===== config.mk =====
export PLATFORM = sky130hd
export DESIGN_NAME = lock_fsm
export DESIGN_NICKNAME = d
export VERILOG_FILES = /design/src/rtl/lock_fsm.sv
export SDC_FILE = /design/constraint.sdc
export NUM_CORES = 1
export LEC_CHECK = 0
export ABC_AREA = 1
export ABC_CLOCK_PERIOD_IN_PS = 2100
export CAP_MARGIN = 10
export CORE_AREA = 2 2 39 41
export CTS_CLUSTER_SIZE = 30
export DETAILED_ROUTE_END_ITERATION = 16
export DIE_AREA = 0 0 41 43
export GPL_ROUTABILITY_DRIVEN = 0
export GPL_TIMING_DRIVEN = 0
export PLACE_DENSITY = 0.75
export RECOVER_POWER = 50
export REMOVE_ABC_BUFFERS = 1
export SLEW_MARGIN = 20
export SYNTH_ARGS = -nofsm -noshare
export SYNTH_HDL_FRONTEND = slang
export SYNTH_SLANG_ARGS = --single-unit

===== constraint.sdc =====
create_clock -name clk5 -period 2.1 [get_ports clk5]
set_input_delay 0.42 -clock clk5 [delete_from_list [all_inputs] [get_ports clk5]]
set_output_delay 0.42 -clock clk5 [all_outputs]
set_load 0.01 [all_outputs]

===== src/rtl/lock_fsm.sv =====
`default_nettype none
// +----------------------------------------------------------------------------+
// | lock_fsm : combination-lock sequencer; collects a 4-digit code, evaluates  |
// |            it and tracks consecutive failures up to a permanent lockout.   |
// | Revision : 1.0                                                             |
// +----------------------------------------------------------------------------+
module lock_fsm #(
   parameter logic [15:0] CODE      = 16'h1234,
   parameter int          MAX_FAILS = 3
) (
   input  logic       clk5,
   input  logic       reset,
   input  logic [3:0] digitIn,
   input  logic       digitValid,
   input  logic       timeUp,
   output logic [2:0] whichState,
   output logic       unlocked,
   output logic       wrongCode,
   output logic       lockedOut,
   output logic [1:0] failCount
);

   typedef enum logic [2:0] {
      S_IDLE    = 3'b000,
      S_GOT1    = 3'b001,
      S_GOT2    = 3'b010,
      S_GOT3    = 3'b011,
      S_EVAL    = 3'b100,
      S_CORRECT = 3'b101,
      S_WRONG   = 3'b110,
      S_LOCKOUT = 3'b111
   } state_t;

   localparam logic [1:0] c_max_fails = 2'(MAX_FAILS);
   localparam logic [1:0] c_last_fail = 2'(MAX_FAILS - 1);

   state_t     r_state;
   state_t     w_next_state;
   logic       r_err_flag;
   logic       w_next_err_flag;
   logic [1:0] r_fail_count;
   logic [1:0] w_next_fail_count;
   logic [3:0] w_code_nibble;
   logic       w_mismatch;

   always_ff @(posedge clk5) begin
      if (reset) begin
         r_state      <= S_IDLE;
         r_err_flag   <= 1'b0;
         r_fail_count <= 2'd0;
      end else begin
         r_state      <= w_next_state;
         r_err_flag   <= w_next_err_flag;
         r_fail_count <= w_next_fail_count;
      end
   end

   always_comb begin
      w_code_nibble = CODE[15:12];
      case (r_state)
         S_GOT1:  w_code_nibble = CODE[11:8];
         S_GOT2:  w_code_nibble = CODE[7:4];
         S_GOT3:  w_code_nibble = CODE[3:0];
         default: w_code_nibble = CODE[15:12];
      endcase
   end

   assign w_mismatch = (digitIn != w_code_nibble);

   always_comb begin
      w_next_state      = r_state;
      w_next_err_flag   = r_err_flag;
      w_next_fail_count = r_fail_count;
      case (r_state)
         // Every digit is taken even after a mismatch so entry timing leaks nothing.
         S_IDLE, S_GOT1, S_GOT2, S_GOT3: begin
            if (digitValid) begin
               w_next_state    = state_t'(r_state + 3'd1);
               w_next_err_flag = (r_state == S_IDLE) ? w_mismatch
                                                     : (r_err_flag | w_mismatch);
            end
         end
         S_EVAL: begin
            if (!r_err_flag) begin
               w_next_state      = S_CORRECT;
               w_next_fail_count = 2'd0;
            end else if (r_fail_count == c_last_fail) begin
               w_next_state      = S_LOCKOUT;
               w_next_fail_count = c_max_fails;
            end else begin
               w_next_state      = S_WRONG;
               w_next_fail_count = r_fail_count + 2'd1;
            end
         end
         S_CORRECT, S_WRONG: begin
            if (timeUp) begin
               w_next_state    = S_IDLE;
               w_next_err_flag = 1'b0;
            end
         end
         default: w_next_state = r_state;
      endcase
   end

   assign whichState = r_state;
   assign unlocked   = (r_state == S_CORRECT);
   assign wrongCode  = (r_state == S_WRONG);
   assign lockedOut  = (r_state == S_LOCKOUT);
   assign failCount  = r_fail_count;

endmodule
`default_nettype wire


==> results of run 1 <==
how the worst max path moves through the flow:
stage	to	slack (ps)	from	depth (start not counted)
after floorplan	whichState[1]$_SDFFE_PP0P_	610	whichState[0]$_SDFFE_PP0P_	7
after global placement	wrongCode	320	whichState[0]$_SDFFE_PP0P_	5
after detailed placement	wrongCode	290	whichState[0]$_SDFFE_PP0P_	5
after CTS	wrongCode	30	whichState[0]$_SDFFE_PP0P_	5
after global routing	wrongCode	30	whichState[0]$_SDFFE_PP0P_	5
final	wrongCode	120	whichState[0]$_SDFFE_PP0P_	5
worst max-delay path, cell delays in order (launching register included):
cell and delay, ps:
dfxtp_2 340, inv_1 120, ha_1 200, nand2_1 70, inv_1 70, clkdlybuf4s50_1 520
flip-flops by register name (all words and copies together) (netlist names):
name        cells
r_err_flag      1
whichState      3
failCount       2
cell families after synthesis:
logic type	Yosys count
buffers and inverters	19
adders and majority gates	7
DFF	6
AOI/OAI and AO/OA	10
and+or+nand+nor	48
cells in the final DEF (no fill, tap or decap), types with 2 or more instances in the layout:
cell | Yosys | routed
clkdlybuf4s50_1 | 0 | 11
dfxtp_1 | 6 | 5
clkbuf_4 | 0 | 3
nand2_1 | 24 | 24
ha_1 | 7 | 7
o21ai_0 | 4 | 4
a21oi_1 | 4 | 4
nand3_1 | 6 | 7
nor2_1 | 14 | 14
dlygate4sd3_1 | 0 | 4
inv_1 | 18 | 19
nand2_2 | 2 | 2
cell type report:
cell class              count  area (um2)  area share (%)
flip-flops and latches      6         121            16.5
well taps                  16        20.0            2.73
multi-input cells          65         349            47.5
repair buffers             15         150            20.4
clock buffers               3        22.5            3.07
inverters                  19        71.3            9.71
metrics by stage:
step / power (mW) / utilization (%) / worst slack [ps] / area, um2 / cells
floorplan: 0.563 / - / 610 / 546 / 90
global placement: 0.691 / 51.7 / 317 / 716 / 121
detailed placement: 0.705 / 51.7 / 295 / 716 / 121
CTS: 0.814 / 53.3 / 32.2 / 738 / 124
global route: 0.885 / 53.1 / 27.5 / 734 / 124
finish: 0.786 / 53.1 / 116 / 734 / 124
what timing repair did:
item,in CTS,in global routing
hold endpoints to repair,0,0
setup endpoints to repair,0,1
gates resized for setup,0,1
metal layers:
layer	vias up	wire (um)	GRT usage [%]	share of wire [%]
met4	0	10	10.7	0.91
met2	11	549	25.3	50
li1	314	-	-	-
met3	2	60	3.14	5.4
met5	-	0	0	0
met1	231	484	16.8	44
power groups by stage:
stage / combinational [mW] / clock, mW / sequential, mW
2_1_floorplan: 0.376 / 0 / 0.188
3_3_place_gp: 0.507 / 0 / 0.184
3_5_place_dp: 0.520 / 0 / 0.185
4_1_cts: 0.523 / 0.108 / 0.183
5_1_grt: 0.582 / 0.113 / 0.189
6_report: 0.503 / 0.101 / 0.182
==> results.cfg, run 1 <==
[pwr]
p_leak_nw = 0.400
p_per_area_nw_per_um2 = 1070
swShare_pct = 45.7
peakVddDrop_v = 0.000673
p_int_mw = 0.426
combPwrFrac_pct = 64.0
p_clk_share_pct = 12.8
p_switching_mw = 0.359
pwr-share-seq_pct = 23.2

[critical_path]
reg2reg_from = whichState[2]$_SDFFE_PP0P_
worst-setup-path-type = flop to primary output
r2r_cells = 8
critPathMaxFanout = 6
required_ps = 1680
critPathArrivalTime_ps = 1560
r2r_end = whichState[2]$_SDFFE_PP0P_
end_kind = primary output
cp-start-kind = flop
r2r_setup_slack_ps = 370

[global_route]
track_usage_pct = 15.6
antenna_found_initial = 0
grt_pass1_wl_mm = 1.86
grt_max_degree = 9
grt_pass1_vias = 530
overflow = 0

[yosys]
synthMuxAreaShare_pct = 0
synth_most_common_cell = nand2_1
yosys-top-cells-area = dfxtp_1 22%, nand2_1 17%, ha_1 16%
synth_common_cells = 24 x nand2_1, 18 x inv_1, 14 x nor2_1
synthXorXnorAreaFrac_pct = 0
synth_top_family_by_area = simple AND/OR/NAND/NOR gates
synth_cell_types = 14
synthSimpleGateAreaFrac_pct = 36.9
ys_warn_count = 0
synth_compound_gate_area_share_pct = 11.9
synth_flop_cell = dfxtp_1
async_flop_share_pct = 0
yosysSeqAreaShare_pct = 22.0
netlist_instances = 90
synth_edf_count = 0
postSynthAreaPerCell_um2 = 6.06
yosysTopAreaCell = dfxtp_1
synth_top_area_share_pct = 22.0
synth_fa_ha_area_share_pct = 16.1
ys_ff_latch = 6
syn_area_um2 = 546

[final_layout]
area_growth_pct = 34.6
nets = 125
fill_cells = 146
drive_gt1_share_pct = 7.41
antenna_cells = 0

[sta]
min_period_over_period_pct = 94.5
tightest_slew_ps = 239
max-slew-margin-rel_pct = 84.1
rsz0062_at_grt = false
setup_viol = 0
fin_setup_tns_ps = 0
hold_violations = 0
slew_viol_final = 0
period_needed_ps = 1980
timing.fmax_mhz = 504
hold_ws_ps = 484
finalClockSkew_ps = 3.13

[floorplanning]
rows = 14
start_util_pct = 39.4
die_y_um = 43
die_w_um = 41
io_pins = 16
dieArea_um2 = 1760
coreArea_um2 = 1380

[cts]
numCtsBuffers = 3
cts_sinks = 6
clkTransAtPathRegs_ps = 40
clock_latency_ps = 240
postCtsSetupBuffers = 0
postCtsHoldBufs = 0
clock_path_buffers = 2
ctsRootBufferMaster = clkbuf_4
cts-htree-levels = 1
tritoncts = done

[placement]
portBuffers = 15
dpl.hpwl_um = 930

[route]
drc = 0
drtIter0Drc = 6
via_count = 558
drt-vias-per-instance = 4.50
antenna_left = 0
first_pass_iters = 4
routed_wirelength_mm = 1.10
routedWlPerCell_um = 8.90

[outcome]
status = finished clean

[hold_path]
hp-class = flop to flop
whs_path_depth = 2
min_from = failCount[0]$_SDFFE_PP0P_
hold_end = failCount[0]$_SDFFE_PP0P_

[flow_run]
cap_violations = 0
Note: power is estimated with default switching activity, not from simulation.
==> run 2: changes to the inputs <==
--- a/config.mk
+++ b/config.mk
@@ -17,6 +17,8 @@
 export PLACE_DENSITY = 0.75
 export RECOVER_POWER = 50
 export REMOVE_ABC_BUFFERS = 1
+export SKIP_CTS_REPAIR_TIMING = 1
+export SKIP_LAST_GASP = 1
 export SLEW_MARGIN = 20
 export SYNTH_ARGS = -nofsm -noshare
 export SYNTH_HDL_FRONTEND = slang
==> results of run 2 <==
Same layout as run 1: the final DEF is identical, and so are final timing and power.
